===== src/rtl/booth_pkg.sv =====
// Shared types for the radix-4 Booth multiplier.
// State encoding, digit select codes and iteration count.
package booth_pkg;

    typedef enum logic [1:0] {
        ST_IDLE,
        ST_CALC,
        ST_DONE
    } state_t;

    typedef enum logic [2:0] {
        DIG_ZERO,
        DIG_P1,
        DIG_P2,
        DIG_N1,
        DIG_N2
    } digit_t;

    function automatic int iter_of(input int w);
        return w / 2 + 1;
    endfunction

endpackage


===== src/rtl/booth_r4_multiplier_if.sv =====
// Operand and product handshake bundle.
// The multiplier uses the slave side; producers/consumers use master.
interface booth_r4_multiplier_if #(
    parameter int W = 8
);
    logic           in_valid;
    logic           in_ready;
    logic           in_signed;
    logic [W-1:0]   in_m;
    logic [W-1:0]   in_q;
    logic           out_valid;
    logic           out_ready;
    logic [2*W-1:0] out_product;

    modport master (
        output in_valid,
        output in_signed,
        output in_m,
        output in_q,
        output out_ready,
        input  in_ready,
        input  out_valid,
        input  out_product
    );

    modport slave (
        input  in_valid,
        input  in_signed,
        input  in_m,
        input  in_q,
        input  out_ready,
        output in_ready,
        output out_valid,
        output out_product
    );
endinterface


===== src/rtl/booth_r4_enc.sv =====
// Radix-4 Booth recoder.
// Maps {Q[1],Q[0],Q[-1]} to a digit select code.
module booth_r4_enc
    import booth_pkg::*;
(
    input  logic [2:0] trip,
    output digit_t     dig
);

    always_comb begin
        dig = DIG_ZERO;
        unique case (trip)
            3'b000: dig = DIG_ZERO;
            3'b001: dig = DIG_P1;
            3'b010: dig = DIG_P1;
            3'b011: dig = DIG_P2;
            3'b100: dig = DIG_N2;
            3'b101: dig = DIG_N1;
            3'b110: dig = DIG_N1;
            3'b111: dig = DIG_ZERO;
        endcase
    end

endmodule


===== src/rtl/booth_r4_multiplier.sv =====
// Sequential radix-4 Booth multiplier, signed/unsigned per operation.
// Retires one Booth digit per cycle; ITER = W/2+1 digits per product.
module booth_r4_multiplier
    import booth_pkg::*;
#(
    parameter int W = 8
) (
    input  logic                  clk,
    input  logic                  n_rst,
    booth_r4_multiplier_if.slave  bus,
    output logic                  busy
);

    localparam int ITER = iter_of(W);
    localparam int XW   = W + 2;
    localparam int SW   = W + 3;
    localparam int PW   = 2 * W + 4;
    localparam int CW   = $clog2(ITER + 1);

    state_t         state;
    logic [XW-1:0]  m_x;
    logic [PW-1:0]  prod;
    logic           q_m1;
    logic [CW-1:0]  cnt;
    logic           in_ready;
    logic           out_valid;
    logic [2*W-1:0] out_product;

    digit_t         dig;
    logic [SW-1:0]  m_s;
    logic [SW-1:0]  mult;
    logic [SW-1:0]  sum;
    logic [PW-1:0]  next_p;
    logic [XW-1:0]  m_ext;
    logic [XW-1:0]  q_ext;

    assign bus.in_ready    = in_ready;
    assign bus.out_valid   = out_valid;
    assign bus.out_product = out_product;

    booth_r4_enc u_enc (
        .trip ({prod[1:0], q_m1}),
        .dig  (dig)
    );

    always_comb begin
        m_ext = bus.in_signed ? {{2{bus.in_m[W-1]}}, bus.in_m}
                              : {2'b00, bus.in_m};
        q_ext = bus.in_signed ? {{2{bus.in_q[W-1]}}, bus.in_q}
                              : {2'b00, bus.in_q};
    end

    // W+3 bits keep +-2M exact; the shift re-extends the full sum.
    always_comb begin
        m_s  = {m_x[XW-1], m_x};
        mult = '0;
        unique case (dig)
            DIG_ZERO: mult = '0;
            DIG_P1:   mult = m_s;
            DIG_P2:   mult = m_s << 1;
            DIG_N1:   mult = -m_s;
            DIG_N2:   mult = -(m_s << 1);
            default:  mult = '0;
        endcase
        sum    = {prod[PW-1], prod[PW-1:XW]} + mult;
        next_p = {sum[SW-1], sum, prod[XW-1:2]};
    end

    always_ff @(posedge clk or negedge n_rst) begin
        if (!n_rst) begin
            state       <= ST_IDLE;
            m_x         <= '0;
            prod        <= '0;
            q_m1        <= 1'b0;
            cnt         <= '0;
            in_ready    <= 1'b0;
            out_valid   <= 1'b0;
            out_product <= '0;
            busy        <= 1'b0;
        end else begin
            unique case (state)
                ST_IDLE: begin
                    in_ready <= 1'b1;
                    if (bus.in_valid && in_ready) begin
                        m_x      <= m_ext;
                        prod     <= {{XW{1'b0}}, q_ext};
                        q_m1     <= 1'b0;
                        cnt      <= '0;
                        in_ready <= 1'b0;
                        busy     <= 1'b1;
                        state    <= ST_CALC;
                    end
                end
                ST_CALC: begin
                    prod <= next_p;
                    q_m1 <= prod[1];
                    cnt  <= cnt + CW'(1);
                    if (cnt == CW'(ITER - 1)) begin
                        out_product <= next_p[2*W-1:0];
                        out_valid   <= 1'b1;
                        state       <= ST_DONE;
                    end
                end
                ST_DONE: begin
                    if (bus.out_ready) begin
                        out_valid <= 1'b0;
                        busy      <= 1'b0;
                        in_ready  <= 1'b1;
                        state     <= ST_IDLE;
                    end
                end
                default: state <= ST_IDLE;
            endcase
        end
    end

endmodule


===== src/flat_wrapper.sv =====
// flat-port wrapper written by rule: the top's interface ports become plain ports
module booth_r4_multiplier_flat import booth_pkg::*;
#(
    parameter int W = 8
)
  (clk, n_rst, busy, bus_in_valid, bus_in_signed, bus_in_m, bus_in_q, bus_out_ready, bus_in_ready, bus_out_valid, bus_out_product);
  booth_r4_multiplier_if #(.W(W)) bus_i ();
  input  logic clk;
  input  logic n_rst;
  output logic busy;
  input wire logic [$bits(bus_i.in_valid)-1:0] bus_in_valid;
  input wire logic [$bits(bus_i.in_signed)-1:0] bus_in_signed;
  input wire logic [$bits(bus_i.in_m)-1:0] bus_in_m;
  input wire logic [$bits(bus_i.in_q)-1:0] bus_in_q;
  input wire logic [$bits(bus_i.out_ready)-1:0] bus_out_ready;
  output wire logic [$bits(bus_i.in_ready)-1:0] bus_in_ready;
  output wire logic [$bits(bus_i.out_valid)-1:0] bus_out_valid;
  output wire logic [$bits(bus_i.out_product)-1:0] bus_out_product;
  assign bus_i.in_valid = bus_in_valid;
  assign bus_i.in_signed = bus_in_signed;
  assign bus_i.in_m = bus_in_m;
  assign bus_i.in_q = bus_in_q;
  assign bus_i.out_ready = bus_out_ready;
  assign bus_in_ready = bus_i.in_ready;
  assign bus_out_valid = bus_i.out_valid;
  assign bus_out_product = bus_i.out_product;
  booth_r4_multiplier #(.W(W)) u_core (.clk(clk), .n_rst(n_rst), .bus(bus_i), .busy(busy));
endmodule

===== config.mk =====
export PLATFORM = sky130hd
export DESIGN_NAME = booth_r4_multiplier_flat
export DESIGN_NICKNAME = d
export VERILOG_FILES = /design/src/rtl/booth_pkg.sv /design/src/rtl/booth_r4_multiplier_if.sv /design/src/rtl/booth_r4_enc.sv /design/src/rtl/booth_r4_multiplier.sv /design/src/flat_wrapper.sv
export SDC_FILE = /design/constraint.sdc
export NUM_CORES = 1
export LEC_CHECK = 0
export CAP_MARGIN = 30
export CORE_MARGIN = 5
export CORE_UTILIZATION = 28
export DETAILED_ROUTE_END_ITERATION = 6
export PLACE_DENSITY = 0.44
export RECOVER_POWER = 100
export SYNTH_ARGS = -nofsm -noshare
export SYNTH_HDL_FRONTEND = slang
export SYNTH_SLANG_ARGS = --single-unit

===== constraint.sdc =====
create_clock -name clk -period 7.8 [get_ports clk]
set_input_delay 1.56 -clock clk [delete_from_list [all_inputs] [get_ports clk]]
set_output_delay 1.56 -clock clk [all_outputs]
set_load 0.005 [all_outputs]

==> results of run 1 <==
[through the flow]
step	instance area (um^2)	setup slack, ns	hold WS [ns]	power [uW]
2_1_floorplan	3070	4.61	0.456	1220
3_3_place_gp	3590	4.21	0.463	1520
3_5_place_dp	3600	4.18	0.470	1530
4_1_cts	3720	4.15	0.497	1740
5_1_grt	3700	3.05	0.521	1870
6_report	3700	3.55	0.485	1690
[power by group]
| part | leakage [uW] | total, uW | internal, uW | switching, uW |
|---|---|---|---|---|
| Combinational | 0.000844 | 958 | 432 | 526 |
| Clock | 0.0000563 | 202 | 98.1 | 104 |
| Sequential | 0.000658 | 530 | 405 | 124 |
[cell families after synthesis]
logic type      Yosys count  share of synthesized area (%)
compound gates           91                           18.8
xor+xnor                  8                           2.28
fa+ha+maj                16                           6.77
buf+inv                  29                           4.00
flops                    53                           43.2
mux                      24                           8.48
simple gates            102                           16.5
[layout make-up]
class                      instances  area (um^2)
fill                            1118         7090
multi-input combinational        241         1630
sequential                        53         1330
timing repair buffer              43          400
tap                              140          175
clock buffer                       5         68.8
inverter                          14         52.6
clock inverter                     3         48.8
[state kept, by name, summed over array words and instances (netlist names)]
signal,count
u_core.bus.out_valid,1
u_core.prod,19
u_core.busy,1
u_core.cnt,3
u_core.state,2
u_core.q_m1,1
u_core.bus.in_ready,1
u_core.bus.out_product,16
u_core.m_x,9
[cell usage in the layout (no fill, tap or decap), types with 8 or more instances in the layout]
cell type	instances
a21oi_1	12
clkdlybuf4s50_1	18
dfrtp_1	53
dlygate4sd3_1	20
ha_1	15
inv_1	14
mux2_2	16
mux2i_1	8
nand2_1	49
nor2_1	15
o21ai_0	37
[worst max-delay path by stage]
| stage | end | slack, ns |
|---|---|---|
| final | u_core.prod[8]$_DFFE_PN0P_ | 3.55 |
| after global routing | u_core.m_x[2]$_DFFE_PN0P_ | 3.05 |
| after floorplan | u_core.prod[18]$_DFFE_PN0P_ | 4.61 |
| after CTS | u_core.prod[18]$_DFFE_PN0P_ | 4.15 |
| after detailed placement | u_core.prod[18]$_DFFE_PN0P_ | 4.18 |
| after global placement | u_core.prod[18]$_DFFE_PN0P_ | 4.21 |
[worst max-delay path, stage by stage]
cell	delay, ns
dlygate4sd3_1	0.52
nand2_1	0.09
nor3_4	0.10
clkbuf_1	1.36
nor2_1	0.46
a22oi_1	0.28
nand2_1	0.08
[metal layers]
| layer | share of wire (%) | vias up | track usage, % |
|---|---|---|---|
| li1 | - | 1231 | - |
| met1 | 47 | 1148 | 16.6 |
| met2 | 46 | 62 | 20.1 |
| met3 | 5.5 | 10 | 3.07 |
| met4 | 1.5 | 0 | 3.29 |
| met5 | 0 | - | 0 |
==> flow_metrics.env, run 1 <==
export IMPL_synthTopCellsByCount="dfrtp_1, nand2_1, o21ai_0"
export IMPL_initial_core_util_pct=28.4
export IMPL_max_freq_mhz=235
export IMPL_powerDensity_nw_per_um2=457
export IMPL_grt_pass1_vias=2621
export IMPL_dieArea_um2=13200
export IMPL_first_pass_iters=4
export IMPL_first_iter_violations=108
export IMPL_reg2reg_from="u_core.prod[0]$_DFFE_PN0P_"
export IMPL_syn_avg_cell_area_um2=9.50
export IMPL_yosysTopAreaCell="dfrtp_1"
export IMPL_slew_headroom_pct=-92.9
export IMPL_required_ns=8.00
export IMPL_coreArea_um2=10800
export IMPL_wl_per_cell_um=15.2
export IMPL_ys_flop_type="dfrtp_1"
export IMPL_htree_levels=2
export IMPL_rows=38
export IMPL_clk_latency_ns=0.31
export IMPL_grt_pass1_wl_um=13100
export IMPL_skew_ns=0.00785
export IMPL_syn_to_final_growth_pct=20.5
export IMPL_ys_async_sr_fraction_pct=100
export IMPL_ys_warn_count=0
export IMPL_r2r_cells=12
export IMPL_tightest_slew_ns=2.89
export IMPL_worst_setup_path_start_kind="input pin"
export IMPL_syn_num_nets=360
export IMPL_yosysSeqAreaShare_pct=43.2
export IMPL_cts_inserted_buffers=5
export IMPL_dpl_hpwl_um=5490
export IMPL_leakagePower_uw=0.00156
export IMPL_slew_violations=90
export IMPL_ant_nets=0
export IMPL_io_pins=40
export IMPL_clk_pin_slew_ns=0.11
export IMPL_min_path_type="reg -> reg"
export IMPL_outcome="finished, violations left"
export IMPL_cts_sinks=53
export IMPL_viasPerCell=4.91
export IMPL_dp_cells=491
export IMPL_fin_nets=395
export IMPL_ys_types=49
export IMPL_critPathKind="in -> reg"
export IMPL_violations="capacitance limit, slew limit"
export IMPL_hold_viol_final=0
export IMPL_arrival_ns=4.45
export IMPL_cts_tree="done"
export IMPL_holdBufCountCts=0
export IMPL_drv_cap=2
export IMPL_yosysMostFrequentCell="dfrtp_1"
export IMPL_synth_edf_count=0
export IMPL_grt_overflow_total=0
export IMPL_ctsResizeCount=0
export IMPL_port_buffers=39
export IMPL_final_setup_tns_ns=0
export IMPL_layout_drive_gt1_share_pct=9.19
export IMPL_ir_drop_mv=0.123
export IMPL_grt_max_degree=54
export IMPL_min_period_ns=4.25
export IMPL_antenna_found_initial=0
export IMPL_dieWidth_um=115
export IMPL_critPathMaxFanout=35
export IMPL_synth_area_leaders="dfrtp_1, ha_1, o21ai_0, nand2_1, mux2_2"
export IMPL_cts_max_path_buffers=2
export IMPL_routed_wl_um=7580
export IMPL_whs_path_depth=1
export IMPL_gp_congestion=0.802
export IMPL_final_util_pct=34.3
export IMPL_syn_inst=323
export IMPL_finalNonFillerCells=499
export IMPL_cts_root_buf="clkbuf_8"
export IMPL_setup_violations=0
export IMPL_endpoint_kind="register"
export IMPL_dr_total_vias=2451
export IMPL_grtUsageTotal_pct=12.4
export IMPL_fin_crit_sh_pct=54.5
export IMPL_cts_setup_buffers=0
export IMPL_cp_startpoint="bus_in_valid"
export IMPL_rsz0062_at_grt="no"
export IMPL_yosysTopAreaCellShare_pct=43.2
export IMPL_ys_seq_elements=53
export IMPL_r2r_end="u_core.prod[18]$_DFFE_PN0P_"
export IMPL_min_from="u_core.busy$_DFFE_PN0P_"
export IMPL_ff2ff_setup_slack_ns=4.19
export IMPL_drc=0
export IMPL_die_h_um=115
export IMPL_netlist_area_um2=3070
export IMPL_holdPathEnd="u_core.busy$_DFFE_PN0P_"
export IMPL_diodes=0
Note: power is estimated with default switching activity, not from simulation.
==> inputs of run 2 (changes only) <==
--- a/config.mk
+++ b/config.mk
@@ -9,7 +9,7 @@
 export CORE_MARGIN = 5
 export CORE_UTILIZATION = 28
 export DETAILED_ROUTE_END_ITERATION = 6
-export PLACE_DENSITY = 0.44
+export PLACE_DENSITY = 0.46
 export RECOVER_POWER = 100
 export SYNTH_ARGS = -nofsm -noshare
 export SYNTH_HDL_FRONTEND = slang
==> constraint.sdc (replaced) <==
create_clock -name clk -period 3.7 [get_ports clk]
set_input_delay 0.74 -clock clk [delete_from_list [all_inputs] [get_ports clk]]
set_output_delay 0.74 -clock clk [all_outputs]
set_load 0.005 [all_outputs]
==> flow_metrics.env, run 2 (synthesis results as in run 1) <==
export IMPL_outcome="finished, violations left"
export IMPL_violations="capacitance limit, slew limit"
export IMPL_dieArea_um2=13200
export IMPL_grt_pass1_vias=2516
export IMPL_switchingPower_uw=1620
export IMPL_min_path_type="reg -> reg"
export IMPL_dieWidth_um=115
export IMPL_reg2reg_from="u_core.q_m1$_DFFE_PN0P_"
export IMPL_cp_slowest_cell="o311ai_0"
export IMPL_dpl_hpwl_um=5720
export IMPL_largest_register="u_core.prod"
export IMPL_min_period_ns=3.45
export IMPL_powerDensity_nw_per_um2=967
export IMPL_final_setup_tns_ns=0
export IMPL_drv_cap=1
export IMPL_cts_root_buf="clkbuf_8"
export IMPL_slew_violations=36
export IMPL_setup_violations=0
export IMPL_whs_ns=0.484
export IMPL_diodes=0
export IMPL_cts_max_path_buffers=2
export IMPL_final_cell_mix="dfrtp_1, nand2_1, o21ai_0"
export IMPL_multi_input_area_um2=1620
export IMPL_initial_core_util_pct=28.4
export IMPL_cts_inserted_buffers=5
export IMPL_syn_to_final_growth_pct=21.2
export IMPL_tightest_slew_ns=1.99
export IMPL_fin_crit_sh_pct=93.3
export IMPL_grt_pass1_wl_um=13000
export IMPL_routed_wl_um=7740
export IMPL_io_pins=40
export IMPL_rows=38
export IMPL_min_from="u_core.bus.out_product[9]$_DFFE_PN0P_"
export IMPL_clk_latency_ns=0.31
export IMPL_drc=0
export IMPL_p_int_uw=1980
export IMPL_clkPwrFrac_pct=10.7
export IMPL_cts_sinks=53
export IMPL_ir_drop_mv=0.338
export IMPL_ant_nets=0
export IMPL_cpLargestDelayFamily="compound AO/OA/AOI/OAI gates"
export IMPL_grt_overflow_total=0
export IMPL_skew_ns=0.00899
export IMPL_path_cells="inv_1, ha_1, a21bo_2, or2_2, o311ai_0, ha_1, a2111o_1, o2111ai_1, a21oi_1, o31a_1, mux2i_1"
export IMPL_max_freq_mhz=290
export IMPL_cp_startpoint="u_core.q_m1$_DFFE_PN0P_"
export IMPL_final_common_cell="dfrtp_1"
export IMPL_critPathKind="reg -> reg"
export IMPL_final_util_pct=34.5
export IMPL_first_iter_violations=120
export IMPL_die_h_um=115
export IMPL_viasPerCell=4.94
export IMPL_coreArea_um2=10800
export IMPL_layout_drive_gt1_share_pct=10.4
export IMPL_pwr_share_seq_pct=30.0
export IMPL_grtUsageTotal_pct=12.2
export IMPL_top_regs="u_core.prod (19), u_core.bus.out_product (16), u_core.m_x (9)"
export IMPL_leakagePower_uw=0.00158
export IMPL_fillers=1135
export IMPL_port_buffers=39
export IMPL_regArea_um2=1330
export IMPL_swShare_pct=45.0
export IMPL_critPathMaxFanout=11
export IMPL_cpPeakStageDelay_ns=0.43
export IMPL_worst_setup_path_start_kind="register"
export IMPL_path_buf_inv=1
export IMPL_endpoint_kind="register"
export IMPL_required_ns=3.93
export IMPL_largest_reg_flops=19
export IMPL_hold_viol_final=0
export IMPL_p_comb_share_pct=59.3
export IMPL_crit_top_cell="ha_1"
export IMPL_dr_total_vias=2498
export IMPL_arrival_ns=3.68
export IMPL_htree_levels=2
export IMPL_gp_congestion=0.886
export IMPL_fin_nets=402
export IMPL_slew_headroom_pct=-32.8
export IMPL_wl_per_cell_um=15.3
export IMPL_clk_pin_slew_ns=0.11
export IMPL_first_pass_iters=5
export IMPL_grt_max_degree=36
export IMPL_cts_tree="done"
export IMPL_rsz0062_at_grt="no"
export IMPL_antenna_found_initial=0
## run 2: layer usage
metal / routed length, um / global-route usage, % / part of all wire (%)
met5: 0 / 0 / 0
met4: 31 / 2.50 / 0.40
met3: 387 / 2.43 / 5.0
met2: 3390 / 18.5 / 44
met1: 3930 / 18.1 / 51
## run 2: worst paths after layout
check,endpoint,slack (ns),cells after the start
setup / recovery,u_core.prod[18]$_DFFE_PN0P_,0.25,11
hold / removal,u_core.bus.out_product[9]$_DFFE_PN0P_,0.48,2
setup reg to reg,u_core.prod[18]$_DFFE_PN0P_,0.25,11
hold reg to reg,u_core.bus.out_product[9]$_DFFE_PN0P_,0.48,2
max in group asynchronous,u_core.m_x[4]$_DFFE_PN0P_,1.39,2
min in group asynchronous,u_core.bus.out_product[2]$_DFFE_PN0P_,0.97,1
## run 2: stage by stage
stage / power [uW] / instance area, um^2 / instances / setup WS [ns]
floorplan: 2570 / 3070 / 323 / 0.507
global placement: 3240 / 3630 / 495 / 0.300
detailed placement: 3270 / 3630 / 495 / 0.199
CTS: 3670 / 3730 / 503 / 0.158
global route: 3950 / 3720 / 506 / 0.0189
finish: 3600 / 3720 / 506 / 0.250
## run 2: final cells by class
class / instances / area share [%]
Clock inverter: 1 / 0.235
Inverter: 14 / 1.41
Sequential cell: 53 / 35.7
Timing Repair Buffer: 50 / 11.9
Tap cell: 140 / 4.71
Multi-Input combinational cell: 241 / 43.5
Clock buffer: 7 / 2.59
## run 2: worst register-to-register path: cells and delay by family, from the launching register on
family          cells  cell delay (ns)
fa+ha+maj           2             0.72
buf+inv             1             0.05
flops               1             0.38
compound gates      6             1.71
mux                 1             0.13
simple gates        1             0.37
## run 2: power by group through the flow
stage                     combinational (uW)  sequential [uW]  clock, uW
after global routing                    2400             1130        422
after detailed placement                2170             1100          0
final                                   2130             1080        385
after global placement                  2150             1100          0
after floorplan                         1530             1040          0
after CTS                               2180             1090        400
## run 2: what timing repair did
item                                    CTS  global route
resized for setup                         0             4
buffers inserted                          0             2
hold buffers                              0             0
endpoints found under the setup margin    0             5
==> RTL change (config.mk and constraints of run 1) <==
`W` is set to 8 in 3 places; all go to 4.
--- a/src/rtl/booth_r4_multiplier_if.sv
+++ b/src/rtl/booth_r4_multiplier_if.sv
@@ -3,3 +3,3 @@
 interface booth_r4_multiplier_if #(
-    parameter int W = 8
+    parameter int W = 4
 );
--- a/src/rtl/booth_r4_multiplier.sv
+++ b/src/rtl/booth_r4_multiplier.sv
@@ -5,3 +5,3 @@
 #(
-    parameter int W = 8
+    parameter int W = 4
 ) (
--- a/src/flat_wrapper.sv
+++ b/src/flat_wrapper.sv
@@ -3,3 +3,3 @@
 #(
-    parameter int W = 8
+    parameter int W = 4
 )
Interface: changed (resized bus_in_m, bus_in_q and bus_out_product); port bits go from 40 to 24. No check against the original RTL was run, so the function may have changed too.
==> RTL change against run 1 <==
- the run still ends with max-capacitance violations, max-slew violations left
- count of clock-buffer cells in the layout up 2
- critical path depth unchanged
- total power down 39%
- area after synthesis fell by 42%
- clock power down 13%
- setup slack improved by 0.67 ns
- sequential cell count is 21 lower
- final cell count is 43% lower
- routed wire length fell by 43%
- cell area fell by 40%
- non-clock buffer count down 17
- utilization up 0.99 points
- largest power group unchanged
==> RTL change: results (changes against run 1) <==
<table>
<tr><th>Metric</th><th>Value</th></tr>
<tr><th colspan="2">Pwr</th></tr>
<tr><td>Maximum vdd ir drop</td><td>0.000162 V (+32%)</td></tr>
<tr><td>Reported leakage power</td><td>0.975 nW (-37%)</td></tr>
<tr><th colspan="2">Logic synthesis</th></tr>
<tr><td>Net count after synthesis</td><td>206 (-43%)</td></tr>
<tr><td>Leading post-synthesis cells by instance count</td><td>sky130_fd_sc_hd__dfrtp_1 (32), sky130_fd_sc_hd__nand2_1 (27), sky130_fd_sc_hd__o21ai_0 (18)</td></tr>
<tr><td>Post-synthesis compound-gate area fraction</td><td>0.186 (-0.00236)</td></tr>
<tr><td>Multiplexer share of the synthesized area</td><td>0.0665 (-0.0183)</td></tr>
<tr><td>Largest cells by area after synthesis</td><td>sky130_fd_sc_hd__dfrtp_1 (45%), sky130_fd_sc_hd__ha_1 (7.0%), sky130_fd_sc_hd__nand2_1 (5.7%)</td></tr>
<tr><th colspan="2">Placed design</th></tr>
<tr><td>Worst setup timing slack at the placement stage</td><td>4.76 ns (+0.579 ns)</td></tr>
<tr><td>Port Buffers</td><td>23 (-41%)</td></tr>
<tr><td>Count of placed standard cells including taps</td><td>277 (-44%)</td></tr>
<tr><th colspan="2">Run status</th></tr>
<tr><td>Result of the run</td><td>finished with violations</td></tr>
<tr><td>Violated checks</td><td>max-capacitance violations, max-slew violations</td></tr>
<tr><th colspan="2">Finish</th></tr>
<tr><td>Area fraction of clock buffers and clock inverters</td><td>0.0571 (+0.0253)</td></tr>
<tr><td>FFs &amp; Latches</td><td>32 (-40%)</td></tr>
<tr><td>Largest registers</td><td>u_core.prod: 11 flops, u_core.bus.out_product: 8 flops, u_core.m_x: 5 flops</td></tr>
<tr><td>Final instance count without filler cells</td><td>285 (-43%)</td></tr>
<tr><td>Footprint of the multi-input gates</td><td>911 um2 (-44%)</td></tr>
<tr><td>Multi-input combinational gate total</td><td>133 (-45%)</td></tr>
<tr><td>Non-clk bufs</td><td>26 (-40%)</td></tr>
<tr><th colspan="2">Run</th></tr>
<tr><td>Max-cap viol count</td><td>1 (-1)</td></tr>
<tr><th colspan="2">Route</th></tr>
<tr><td>Drt first-iter violations</td><td>131 (+21%)</td></tr>
<tr><td>Detailed-route vias per instance</td><td>5.03 (+2.4%)</td></tr>
<tr><td>Routed length per placed instance</td><td>15.0 um (-0.97%)</td></tr>
<tr><th colspan="2">Setup path</th></tr>
<tr><td>Worst endpoint data arrival time</td><td>3.75 ns (-0.70 ns)</td></tr>
<tr><td>Crit path capture</td><td>u_core.prod[4]$_DFFE_PN0P_</td></tr>
<tr><th colspan="2">Timing</th></tr>
<tr><td>Max-slew violation total from the final report</td><td>33 (-63%)</td></tr>
<tr><td>Relative max-transition margin</td><td>-0.186 (+0.743)</td></tr>
<tr><td>Upper clock frequency limit</td><td>0.279 GHz (+19%)</td></tr>
<tr><th colspan="2">GRT</th></tr>
<tr><td>First-pass GRT wire length</td><td>7.40 mm (-43%)</td></tr>
</table>
## RTL change: power by group
| part | total (W) | internal (W) | leakage (nW) | switching (W) |
|---|---|---|---|---|
| sequential | 0.000314 | 0.000242 | 0.396 | 0.0000716 |
| combinational | 0.000538 | 0.000247 | 0.515 | 0.000291 |
| clock | 0.000176 | 0.000113 | 0.0645 | 0.0000630 |
| total | 0.00103 | 0.000602 | 0.975 | 0.000426 |
## RTL change: critical path, cell delays in order
cell	delay, ns
sky130_fd_sc_hd__dlygate4sd3_1	0.53
sky130_fd_sc_hd__nand2_1	0.06
sky130_fd_sc_hd__nor3_1	0.14
sky130_fd_sc_hd__clkbuf_1	0.83
sky130_fd_sc_hd__nor2_1	0.32
sky130_fd_sc_hd__a22oi_1	0.23
sky130_fd_sc_hd__nand2_1	0.07
## RTL change: routing by layer
metal  global-route usage  vias to the layer above  part of all wire
li1                     -                      699                 -
met1                0.147                      687              0.47
met2                0.176                       39              0.46
met3               0.0359                        8             0.050
met4               0.0310                        0             0.015
met5                    0                        -                 0
